File: config.mk
export PLATFORM = sky130hd
export DESIGN_NAME = slave_mem_responder
export DESIGN_NICKNAME = d
export VERILOG_FILES = /design/src/rtl/slave_mem_responder.sv
export SDC_FILE = /design/constraint.sdc
export NUM_CORES = 1
export LEC_CHECK = 0
export CAP_MARGIN = 15
export CORE_MARGIN = 2
export CORE_UTILIZATION = 60
export CTS_CLUSTER_SIZE = 14
export DETAILED_ROUTE_END_ITERATION = 8
export HOLD_SLACK_MARGIN = 0.06
export PLACE_DENSITY = 0.78
export SLEW_MARGIN = 5
export SYNTH_ARGS = -nofsm -noshare
export SYNTH_HDL_FRONTEND = slang
export SYNTH_SLANG_ARGS = --single-unit
File: constraint.sdc
create_clock -name clk -period 4.2 [get_ports clk]
set_input_delay 0.84 -clock clk [delete_from_list [all_inputs] [get_ports clk]]
set_output_delay 0.84 -clock clk [all_outputs]
set_load 0.01 [all_outputs]
File: src/rtl/slave_mem_responder.sv
// Word-addressed memory slave for a crossbar port: accepts one request at a time,
// waits WAIT_CYCLES, pulses ack. Define MEM_RESET_EN to make reset also clear the memory.
module slave_mem_responder #(
    parameter int DEPTH_LOG2  = 4,
    parameter int WAIT_CYCLES = 2
) (
    input  logic        clk,
    input  logic        reset,
    input  logic        slave_req,
    input  logic        slave_cmd,
    input  logic [31:0] slave_addr,
    input  logic [31:0] slave_wdata,
    output logic [31:0] slave_rdata,
    output logic        slave_ack,
    output logic        busy
);

    localparam int DEPTH = 1 << DEPTH_LOG2;
    localparam logic [3:0] WAIT_LOAD = (WAIT_CYCLES == 0) ? 4'd0 : 4'(WAIT_CYCLES - 1);

    typedef enum logic [1:0] {ST_IDLE, ST_WAIT, ST_ACK, ST_TURN} state_t;

    state_t                  state_r, next_state_s;
    logic [3:0]              cnt_r;
    logic                    cmd_r;
    logic [DEPTH_LOG2-1:0]   idx_r;
    logic [31:0]             wdata_r;
    logic [31:0]             rdata_r;
    logic                    ack_r;
    logic                    busy_r;
    logic [31:0]             mem_r [DEPTH];

    logic                    accept_s;
    logic                    enter_ack_s;
    logic                    op_cmd_s;
    logic [DEPTH_LOG2-1:0]   op_idx_s;
    logic [31:0]             op_wdata_s;
    logic                    unused_addr_bits;

    assign unused_addr_bits = ^{slave_addr[31:DEPTH_LOG2+2], slave_addr[1:0]};

    // State register
    always_ff @(posedge clk) begin
        if (reset) begin
            state_r <= ST_IDLE;
        end else begin
            state_r <= next_state_s;
        end
    end

    // Next-state decode; in IDLE the live inputs feed ACK entry directly when there are no wait states
    always_comb begin
        next_state_s = state_r;
        accept_s     = 1'b0;
        op_cmd_s     = cmd_r;
        op_idx_s     = idx_r;
        op_wdata_s   = wdata_r;
        case (state_r)
            ST_IDLE: begin
                op_cmd_s   = slave_cmd;
                op_idx_s   = slave_addr[DEPTH_LOG2+1:2];
                op_wdata_s = slave_wdata;
                if (slave_req) begin
                    accept_s     = 1'b1;
                    next_state_s = (WAIT_CYCLES == 0) ? ST_ACK : ST_WAIT;
                end else begin
                    next_state_s = ST_IDLE;
                end
            end
            ST_WAIT: begin
                if (cnt_r == 4'd0) begin
                    next_state_s = ST_ACK;
                end else begin
                    next_state_s = ST_WAIT;
                end
            end
            ST_ACK:  next_state_s = ST_TURN;
            ST_TURN: next_state_s = ST_IDLE;
            default: next_state_s = ST_IDLE;
        endcase
        enter_ack_s = (next_state_s == ST_ACK);
    end

    // Transaction latch, wait counter and registered outputs
    always_ff @(posedge clk) begin
        if (reset) begin
            cnt_r   <= 4'd0;
            cmd_r   <= 1'b0;
            idx_r   <= '0;
            wdata_r <= 32'h0;
            rdata_r <= 32'h0;
            ack_r   <= 1'b0;
            busy_r  <= 1'b0;
        end else begin
            if (accept_s) begin
                cmd_r   <= slave_cmd;
                idx_r   <= slave_addr[DEPTH_LOG2+1:2];
                wdata_r <= slave_wdata;
                cnt_r   <= WAIT_LOAD;
            end else if (state_r == ST_WAIT && cnt_r != 4'd0) begin
                cnt_r <= cnt_r - 4'd1;
            end else begin
                cnt_r <= cnt_r;
            end
            ack_r   <= enter_ack_s;
            rdata_r <= (enter_ack_s && !op_cmd_s) ? mem_r[op_idx_s] : 32'h0;
            busy_r  <= (next_state_s != ST_IDLE);
        end
    end

`ifdef MEM_RESET_EN
    // Memory array, cleared by reset
    always_ff @(posedge clk) begin
        if (reset) begin
            for (int i = 0; i < DEPTH; i++) begin
                mem_r[i] <= 32'h0;
            end
        end else if (enter_ack_s && op_cmd_s) begin
            mem_r[op_idx_s] <= op_wdata_s;
        end else begin
            mem_r <= mem_r;
        end
    end
`else
    // Memory array; reset only blocks a write landing on the same edge
    always_ff @(posedge clk) begin
        if (!reset && enter_ack_s && op_cmd_s) begin
            mem_r[op_idx_s] <= op_wdata_s;
        end
    end
`endif

    assign slave_rdata = rdata_r;
    assign slave_ack   = ack_r;
    assign busy        = busy_r;

endmodule

==> results of run 1 <==
-- routing by layer --
metal / share of wire [%] / routed length, um / global-route usage [%] / vias up
met4: 3.0 / 1450 / 9.10 / 0
met1: 38 / 18800 / 36.1 / 6263
met3: 10 / 5100 / 4.97 / 115
li1: - / - / - / 5438
met2: 48 / 23700 / 42.0 / 760
met5: 0 / 0 / 0 / -
-- worst min-delay path, delay by kind of cell, from the launching register on --
family / cells / cell delay (ns)
AO/OA/AOI/OAI: 1 / 0.05
AND/OR/NAND/NOR: 1 / 0.05
flip-flops: 1 / 0.31
-- kinds of logic after synthesis --
family / synth area share [%]
buf+inv: 2.07
flops: 78.5
mux: 1.77
xor+xnor: 0.0813
fa+ha+maj: 0.116
simple gates: 2.48
compound gates: 15.0
-- synth_stat cells (all sizes together) --
library cell,n
or4b,2
nand2,84
or4,1
a22oi,256
nor3b,3
xnor2,2
ha,2
o41a,32
mux2i,2
o31ai,1
a2111oi,1
nand2b,5
nor4,1
clkbuf,31
mux2,32
nor2,21
and2,2
buf,60
a21oi,170
nor3,5
a31oi,4
o21bai,1
o21ai,2
edfxtp,512
nor2b,2
inv,4
dfxtp,77
-- registers in the layout, summed over array words and instances (netlist names) --
register / count
busy: 1
idx_r: 4
slave_rdata: 32
state_r: 2
wdata_r: 32
mem_r: 512
cnt_r: 4
cmd_r: 1
slave_ack: 1
-- metrics by stage --
| stage | power (mW) | hold WS, ns |
|---|---|---|
| finish | 12.5 | 0.451 |
| CTS | 12.5 | 0.454 |
| floorplan | 7.57 | 0.434 |
| detailed placement | 8.03 | 0.445 |
| global route | 12.9 | 0.475 |
| global placement | 7.99 | 0.439 |
-- area by class of cell --
| cell class | count | area (um^2) | share of cell area, % |
|---|---|---|---|
| sequential | 589 | 16900 | 68.3 |
| multi-input combinational | 631 | 4390 | 17.7 |
| clock buffer | 88 | 1570 | 6.35 |
| timing repair buffer | 110 | 1200 | 4.86 |
| tap | 461 | 577 | 2.33 |
| clock inverter | 14 | 82.6 | 0.334 |
| inverter | 4 | 15.0 | 0.0607 |
-- worst paths after layout --
path                                  start      endpoint  slack [ns]  cells after the start
worst min register to register  wdata_r[21]   wdata_r[21]        0.45                      2
worst max register to register     cnt_r[0]  mem_r[7][22]        1.15                      8
worst min-delay path            wdata_r[21]   wdata_r[21]        0.45                      2
worst max-delay path               cnt_r[0]  mem_r[7][22]        1.15                      8
-- power by group through the flow --
stage | Clock, mW | Combinational [mW] | Sequential (mW)
2_1_floorplan | 0 | 0.831 | 6.74
3_3_place_gp | 0 | 1.25 | 6.74
3_5_place_dp | 0 | 1.29 | 6.74
4_1_cts | 4.62 | 1.30 | 6.62
5_1_grt | 4.84 | 1.41 | 6.62
6_report | 4.58 | 1.32 | 6.62
==> out/metrics.cfg, run 1 <==
[detailed_routing]
vias=12600
drt-total-wl_mm=49.0
final_routed_drc_violation_total=0
drt_first_pass_iters=6
wl_per_cell_um=25.8
vias_per_cell=6.63
initialDrtViolationCount=1662
ant_nets=0

[setup_path]
cp_slowest_cell=sky130_fd_sc_hd__buf_4
cp_slowest_stage_delay_ns=0.54
setup.worst_path.start_class=flop
worst-path-max-fanout=32
worstSetupPathType=reg -> reg
cp_cell_sequence=inv_1 -> ha_1 -> nor3b_1 -> nand2_1 -> nor3_1 -> nand2_1 -> nor2_4 -> buf_4
worst_path_dominant_cell_family=simple AND/OR/NAND/NOR gates
crit_buf_inv=2
critical_path.endpoint_type=flop
worst-endpoint-required_ns=4.40
arrival_ns=3.24
critPathMostFrequentCell=sky130_fd_sc_hd__nand2_1

[clock_tree]
cts_made_buffers=54
cts-resized-gates=0
post_cts_setup_buffer_count=0
clock_insertion_delay_worst_skew_ns=0.57
post_cts_hold_buffer_count=0
path_clk_slew_ns=0.06
cts.sinks=589
clock_tree.root_cell=sky130_fd_sc_hd__clkbuf_16
cts.htree.levels=2
cts_max_path_buffers=3
tritoncts=yes

[floorplan]
floorplan.rows=69
dieHeight_um=193
floorplan.initialDensity_pct=60.7
pin_count=102
core_ar_um2=35500
fp.dieW_um=193
dieArea_um2=37400

[pwr]
p_sw_share_pct=23.3
power-per-cell-area_nw_per_um2=505
switchingPower_mw=2.91
clock_power_share_pct=36.6
p_int_mw=9.60
ir_worst_vdd_v=0.000333
leakage_nw=7.63
share_comb_of_total_power_pct=10.5
share_of_power_burned_in_registers_pct=52.9

[hold_path]
tightest_hold_check_type=reg -> reg

[logic_synthesis]
yosysWarningCount=0
synth_sequential_area_ratio_pct=78.5
synth_area_leader_cell=sky130_fd_sc_hd__edfxtp_1
yosys_register_bits=589
netlist_top_cells_area=sky130_fd_sc_hd__edfxtp_1 71%, sky130_fd_sc_hd__a22oi_1 8.9%, sky130_fd_sc_hd__dfxtp_1 7.2%, sky130_fd_sc_hd__a21oi_1 3.9%, sky130_fd_sc_hd__mux2_2 1.7%
synth_cell_types=31
synth_top_area_share_pct=71.4
syn-num-nets=1385
syn_avg_cell_area_um2=16.4
synth_cells=1315
synth.cell_area_um2=21500

[finish]
drive_gt1_share_pct=11.4
diodes=0
layout.cells.non_filler=1897
layout.cells.most_common_list=512 x sky130_fd_sc_hd__edfxtp_1, 256 x sky130_fd_sc_hd__a22oi_1, 170 x sky130_fd_sc_hd__a21oi_1, 84 x sky130_fd_sc_hd__nand2_1, 77 x sky130_fd_sc_hd__dfxtp_1
final_net_count=1460
most_common_cell_after_layout_fill_and_taps_aside=sky130_fd_sc_hd__edfxtp_1
fin_util_pct=69.8
filler_cell_count=2176
final_cell_area_um2=24800
syn_to_final_growth_pct=14.9

[timing]
timing.final.hold_violations=0
final_period_utilization_pct=72.6
final.min_clock_period_ns=3.05
final-setup-viol-count=0
final_worst_slack_ns=1.15
fmax_ghz=0.328
grt_setup_unrepaired=no
slew_headroom_pct=30.9
timing.final.max_slew_violations=0
clk_skew_ns=0.0119
setup-tns-final_ns=0
max_slew.worst_pin.slew_ns=1.04

[place]
detailedPlace.worstSlack_ns=0.613
place.port_buffers=73
placedCellCount=1795
detailed_place.area_um2=23100
place.detailed.hpwl_mm=24.6
globalplace.congestion=0.747

[job]
maxCapViolCount=0

[global_route]
grt_util_all_layers_pct=26.1
global_route_wire_length_before_repair_mm=73.9
grt_antenna_before_repair=0
grt_pass1_vias=12800
grt_max_degree=129
global_route.overflow_total=0

[run_status]
result_of_the_run=finished clean

Power figures use the tool's default switching activity.
==> run 2, diff against run 1 <==
--- a/config.mk
+++ b/config.mk
@@ -7,11 +7,11 @@
 export LEC_CHECK = 0
 export CAP_MARGIN = 15
 export CORE_MARGIN = 2
-export CORE_UTILIZATION = 60
+export CORE_UTILIZATION = 54
 export CTS_CLUSTER_SIZE = 14
 export DETAILED_ROUTE_END_ITERATION = 8
 export HOLD_SLACK_MARGIN = 0.06
-export PLACE_DENSITY = 0.78
+export PLACE_DENSITY = 0.74
 export SLEW_MARGIN = 5
 export SYNTH_ARGS = -nofsm -noshare
 export SYNTH_HDL_FRONTEND = slang
==> constraint.sdc (replaced) <==
create_clock -name clk -period 2.5 [get_ports clk]
set_input_delay 0.5 -clock clk [delete_from_list [all_inputs] [get_ports clk]]
set_output_delay 0.5 -clock clk [all_outputs]
set_load 0.01 [all_outputs]
==> out/metrics.cfg, run 2 (same netlist as run 1, synthesis figures left out) <==
[detailed_routing]
drt_first_pass_iters=5  ; -1
vias=12700  ; +1.0%
initialDrtViolationCount=1568  ; -5.7%
ant_nets=0  ; unchanged
wl_per_cell_um=25.9  ; +0.18%
drt-total-wl_mm=52.7  ; +7.4%
final_routed_drc_violation_total=0  ; unchanged
vias_per_cell=6.25  ; -5.8%

[timing]
timing.final.hold_violations=0  ; unchanged
final_worst_slack_ns=0.187  ; -0.965 ns
holdWs_ns=0.436  ; -0.0148 ns
final_period_utilization_pct=92.5  ; +20 points
fmax_ghz=0.432  ; +32%
timing.final.max_slew_violations=0  ; unchanged
grt_setup_unrepaired=no
final.min_clock_period_ns=2.31  ; -0.735 ns
slew_headroom_pct=64.9  ; +34 points
setup-tns-final_ns=0  ; unchanged
max_slew.worst_pin.slew_ns=0.525  ; -0.511 ns
final-setup-viol-count=0  ; unchanged
clk_skew_ns=0.0213  ; +0.00939 ns

[run_status]
result_of_the_run=finished clean

[pwr]
ir_worst_vdd_v=0.000579  ; +74%
leakage_nw=8.22  ; +7.8%
finalPower_mw=21.8  ; +74%
power-per-cell-area_nw_per_um2=835  ; +65%

[setup_path]
worst_path_dominant_cell_family=simple AND/OR/NAND/NOR gates
critical_path.endpoint_type=flop
cp_cell_sequence=nor2_4 -> mux2i_1 -> nor3_4 -> buf_12 -> nand2_4 -> nor2_4 -> buf_12
crit_buf_inv=2  ; unchanged
worst-path-max-fanout=13  ; -59%
worst-endpoint-required_ns=2.81  ; -1.59 ns
arrival_ns=2.63  ; -0.61 ns
setup.worst_path.start_class=flop
worstSetupPathType=reg -> reg
cp_slowest_stage_delay_ns=0.39  ; -0.15 ns
cp_slowest_cell=sky130_fd_sc_hd__dfxtp_1

[finish]
max_flop_register=mem_r
final_net_count=1531  ; +4.9%
filler_cell_count=2594  ; +19%
most_common_cell_after_layout_fill_and_taps_aside=sky130_fd_sc_hd__edfxtp_1
syn_to_final_growth_pct=21.0
largest_reg_flops=512  ; unchanged
fin_util_pct=65.9  ; -3.8 points
drive_gt1_share_pct=17.0  ; +5.6 points
diodes=0  ; unchanged
layout.cells.most_common_list=512 x sky130_fd_sc_hd__edfxtp_1, 256 x sky130_fd_sc_hd__a22oi_1, 170 x sky130_fd_sc_hd__a21oi_1, 79 x sky130_fd_sc_hd__nand2_1, 76 x sky130_fd_sc_hd__dfxtp_1

[floorplan]
floorplan.initialDensity_pct=54.5  ; -6.2 points
dieHeight_um=204  ; +5.3%
pin_count=102  ; unchanged
fp.dieW_um=204  ; +5.3%
dieArea_um2=41500  ; +11%
floorplan.rows=73  ; +5.8%
core_ar_um2=39500  ; +11%

[clock_tree]
clock_tree.root_cell=sky130_fd_sc_hd__clkbuf_16
cts.htree.levels=2  ; unchanged
cts.sinks=589  ; unchanged
tritoncts=yes
path_clk_slew_ns=0.06  ; about the same
clock_insertion_delay_worst_skew_ns=0.61  ; +0.04 ns
cts_made_buffers=56  ; +3.7%
cts_max_path_buffers=3  ; unchanged

[global_route]
global_route.overflow_total=0  ; unchanged
global_route_wire_length_before_repair_mm=78.8  ; +6.6%
grt_pass1_vias=12800  ; +0.24%
grt_util_all_layers_pct=25.8  ; -0.23 points
grt_antenna_before_repair=0  ; unchanged
grt_max_degree=44  ; -66%

[place]
detailedPlace.worstSlack_ns=-0.217  ; -0.830 ns
place.port_buffers=73  ; unchanged
place.detailed.hpwl_mm=30.1  ; +22%
globalplace.congestion=0.778  ; +4.1%

[job]
maxCapViolCount=0  ; unchanged

[hold_path]
tightest_hold_check_type=in -> reg

-- run 2: cell count changes in the layout (fill, tap and decap cells not counted), moves of 2 or more --
cell / change
sky130_fd_sc_hd__clkinv_1: -9
sky130_fd_sc_hd__nand2_1: -5
sky130_fd_sc_hd__or4b_4: +2
sky130_fd_sc_hd__clkbuf_8: +5
sky130_fd_sc_hd__nand2_4: +2
sky130_fd_sc_hd__clkinv_2: +6
sky130_fd_sc_hd__buf_4: +25
sky130_fd_sc_hd__nand2_8: +2
sky130_fd_sc_hd__buf_12: +44
sky130_fd_sc_hd__inv_6: +2
sky130_fd_sc_hd__clkbuf_1: -3
sky130_fd_sc_hd__or4b_2: -2
-- run 2: worst paths after layout --
kind                                   from            to  slack (ns)  depth (start not counted)
worst max register to register   state_r[0]  mem_r[4][10]        0.19                          7
worst min register to register  wdata_r[30]   wdata_r[30]        0.45                          2
worst max-delay path             state_r[0]  mem_r[4][10]        0.19                          7
worst min-delay path                  reset      idx_r[1]        0.44                          3
-- run 2: timing repair --
| item | 4_1_cts | 5_1_grt |
|---|---|---|
| buffers inserted | 0 | 0 |
| hold buffers | 0 | 0 |
| setup endpoints to repair | 0 | 106 |
| gates resized for setup | 0 | 1 |
-- run 2: report_power, final --
part | leakage (nW) | internal (mW) | switching [mW]
clock network | 0.854 | 4.56 | 3.49
registers | 5.26 | 11.1 | 0.0540
logic | 2.11 | 0.964 | 1.64
total | 8.22 | 16.6 | 5.18
-- run 2: area by class of cell --
cell class	count	area, um^2	area share [%]
Clock buffer	90	1630	6.25
Inverter	4	15.0	0.0576
Tap cell	525	657	2.52
Multi-Input combinational cell	631	4460	17.1
Sequential cell	589	16900	64.9
Clock inverter	16	118	0.451
Timing Repair Buffer	179	2270	8.72
-- run 2: per-stage QoR --
| step | area, um^2 | instances |
|---|---|---|
| global placement | 24300 | 1928 |
| global route | 26100 | 2034 |
| floorplan | 21800 | 1315 |
| detailed placement | 24300 | 1928 |
| finish | 26100 | 2034 |
| CTS | 26100 | 2034 |
-- run 2: worst min-delay path, stage by stage --
cell,delay [ns]
sky130_fd_sc_hd__buf_2,0.13
sky130_fd_sc_hd__buf_4,0.23
sky130_fd_sc_hd__a21oi_1,0.14
-- run 2: layer usage --
layer	track usage, %	share of wire, %	vias up	wire length [um]
met1	36.2	40	6405	21000
met3	3.66	8.6	98	4520
li1	-	-	5591	-
met5	0	0	-	0
met4	8.58	2.4	0	1290
met2	42.1	49	609	25900
==> run 3, diff against run 2 <==
--- a/config.mk
+++ b/config.mk
@@ -6,7 +6,7 @@
 export NUM_CORES = 1
 export LEC_CHECK = 0
 export CAP_MARGIN = 15
-export CORE_MARGIN = 2
+export CORE_MARGIN = 10
 export CORE_UTILIZATION = 54
 export CTS_CLUSTER_SIZE = 14
 export DETAILED_ROUTE_END_ITERATION = 8
==> out/metrics.cfg, run 3 (same netlist as run 1, synthesis figures left out) <==
[run_status]
result_of_the_run=finished clean

[setup_path]
critical_path.endpoint_type=flop
cp_slowest_stage_delay_ns=0.49  ; +0.10 ns
reg2reg_slack_ns=0.23  ; +0.04 ns
critPathMostFrequentCell=sky130_fd_sc_hd__buf_12
worst-endpoint-required_ns=2.96  ; +0.15 ns
cp_cell_sequence=nor2_4 -> buf_4 -> mux2i_4 -> buf_12 -> buf_12 -> a22oi_1 -> a21oi_1 -> o41a_1
cp_slowest_cell=sky130_fd_sc_hd__dfxtp_1
crit_buf_inv=3  ; +1
worst_path_dominant_cell_family=compound AO/OA/AOI/OAI gates
worst-path-max-fanout=22  ; +9
setup.worst_path.start_class=flop
worstSetupPathType=reg -> reg
arrival_ns=2.73  ; +0.10 ns

[global_route]
use_met1_pct=29.5  ; -6.7 points
met3_usage_pct=3.73  ; +0.070 points
grt_pass1_vias=13000  ; +1.6%
gr-usage-met2_pct=34.6  ; -7.5 points
global_route_wire_length_before_repair_mm=78.6  ; -0.16%
grt_util_all_layers_pct=21.5  ; -4.4 points
grt_antenna_before_repair=0  ; unchanged
global_route.overflow_total=0  ; unchanged
grt_max_degree=45  ; +2.3%
grt.busiest_layer=met2

[finish]
filler_cell_count=2544  ; -1.9%
final_net_count=1527  ; -0.26%
largest_reg_flops=512  ; unchanged
final_cell_area_um2=26100  ; +0.19%
layout.cells.most_common_list=512 x sky130_fd_sc_hd__edfxtp_1, 256 x sky130_fd_sc_hd__a22oi_1, 170 x sky130_fd_sc_hd__a21oi_1, 79 x sky130_fd_sc_hd__nand2_1, 76 x sky130_fd_sc_hd__dfxtp_1
diodes=0  ; unchanged
fin_util_pct=66.0  ; +0.13 points
layout.cells.non_filler=2029  ; -0.25%
drive_gt1_share_pct=17.5  ; +0.52 points
most_common_cell_after_layout_fill_and_taps_aside=sky130_fd_sc_hd__edfxtp_1
syn_to_final_growth_pct=21.2
max_flop_register=mem_r

[timing]
grt_setup_unrepaired=no
max_slew.worst_pin.slew_ns=0.591  ; +0.0661 ns
setup-tns-final_ns=0  ; unchanged
timing.final.hold_violations=0  ; unchanged
fmax_ghz=0.441  ; +1.9%
slew_headroom_pct=60.6  ; -4.3 points
final_worst_slack_ns=0.230  ; +0.0439 ns
holdWs_ns=0.167  ; -0.269 ns
clk_skew_ns=0.0247  ; +0.00344 ns
timing.final.max_slew_violations=0  ; unchanged
final.min_clock_period_ns=2.27  ; -0.0439 ns
final_period_utilization_pct=90.8  ; -1.8 points
final-setup-viol-count=0  ; unchanged

[place]
detailedPlace.worstSlack_ns=-0.295  ; -0.0782 ns
place.port_buffers=73  ; unchanged
place.detailed.hpwl_mm=29.1  ; -3.1%
placedCellCount=1924  ; -0.21%
globalplace.congestion=0.757  ; -2.7%
detailed_place.area_um2=24200  ; -0.38%

[clock_tree]
cts-resized-gates=0  ; unchanged
post_cts_hold_buffer_count=0  ; unchanged
tritoncts=yes
cts.sinks=589  ; unchanged
cts_made_buffers=56  ; unchanged
cts_max_path_buffers=3  ; unchanged
clock_insertion_delay_worst_skew_ns=0.59  ; -0.02 ns
clock_tree.root_cell=sky130_fd_sc_hd__clkbuf_16
cts.htree.levels=2  ; unchanged
post_cts_setup_buffer_count=0  ; unchanged
path_clk_slew_ns=0.06  ; about the same

[floorplan]
dieArea_um2=48300  ; +16%
pin_count=102  ; unchanged
core_ar_um2=39500  ; unchanged
floorplan.rows=73  ; unchanged
fp.dieW_um=220  ; +7.9%
floorplan.initialDensity_pct=54.5  ; unchanged
dieHeight_um=220  ; +7.9%

[detailed_routing]
ant_nets=0  ; unchanged
initialDrtViolationCount=1441  ; -8.1%
final_routed_drc_violation_total=0  ; unchanged
drt-total-wl_mm=52.1  ; -1.0%
wl_per_cell_um=25.7  ; -0.79%
vias_per_cell=6.31  ; +1.0%
drt_first_pass_iters=5  ; unchanged
vias=12800  ; +0.80%

[hold_path]
tightest_hold_check_type=in -> reg

[pwr]
leakage_nw=8.28  ; +0.63%
finalPower_mw=22.2  ; +2.1%
power-per-cell-area_nw_per_um2=851  ; +1.9%
ir_worst_vdd_v=0.000773  ; +34%

[job]
maxCapViolCount=0  ; unchanged

[run 3: changes by cell type in the layout (fill, tap and decap cells not counted)]
cell                        before  now
sky130_fd_sc_hd__clkbuf_1       25    8
sky130_fd_sc_hd__buf_12         60   55
sky130_fd_sc_hd__clkinv_2        9   14
sky130_fd_sc_hd__inv_8           0    1
sky130_fd_sc_hd__clkinv_1        1    6
sky130_fd_sc_hd__buf_4          46   47
sky130_fd_sc_hd__clkbuf_16      57   60
sky130_fd_sc_hd__bufinv_16       1    4
sky130_fd_sc_hd__clkbuf_8        8    7
[run 3: path summary, 6_finish.rpt]
path | startpoint | end | cells after the start
setup / recovery | state_r[0] | slave_rdata[1] | 8
hold / removal | reset | slave_ack | 2
setup reg to reg | state_r[0] | slave_rdata[1] | 8
hold reg to reg | wdata_r[3] | wdata_r[3] | 2
[run 3: worst reg2reg max path: cells and delay by family, from the launching register on]
kind / cells / cell delay, ns
and+or+nand+nor: 1 / 0.05
DFF: 1 / 0.49
AOI/OAI and AO/OA: 3 / 0.86
muxes: 1 / 0.21
buffers and inverters: 3 / 0.54
[run 3: area by class of cell]
cell class / instances / area, um^2 / share of cell area [%]
clock inverter: 30 / 263 / 1.01
multi-input combinational: 631 / 4460 / 17.1
sequential: 589 / 16900 / 64.8
timing repair buffer: 175 / 2180 / 8.34
clock buffer: 75 / 1630 / 6.23
tap: 525 / 657 / 2.51
inverter: 4 / 15.0 / 0.0575
[run 3: routing by layer]
metal  share of wire, %  up-vias  wire length, um
met2                 49      677            25400
met4                2.3        0             1210
met3                8.8       98             4570
met1                 40     6453            20900
met5                  0        -                0
li1                   -     5576                -
[run 3: report_power, final]
part | switching (mW) | internal [mW]
Sequential | 0.0556 | 11.1
Combinational | 1.61 | 0.935
Clock | 3.58 | 4.99
Total | 5.25 | 17.0
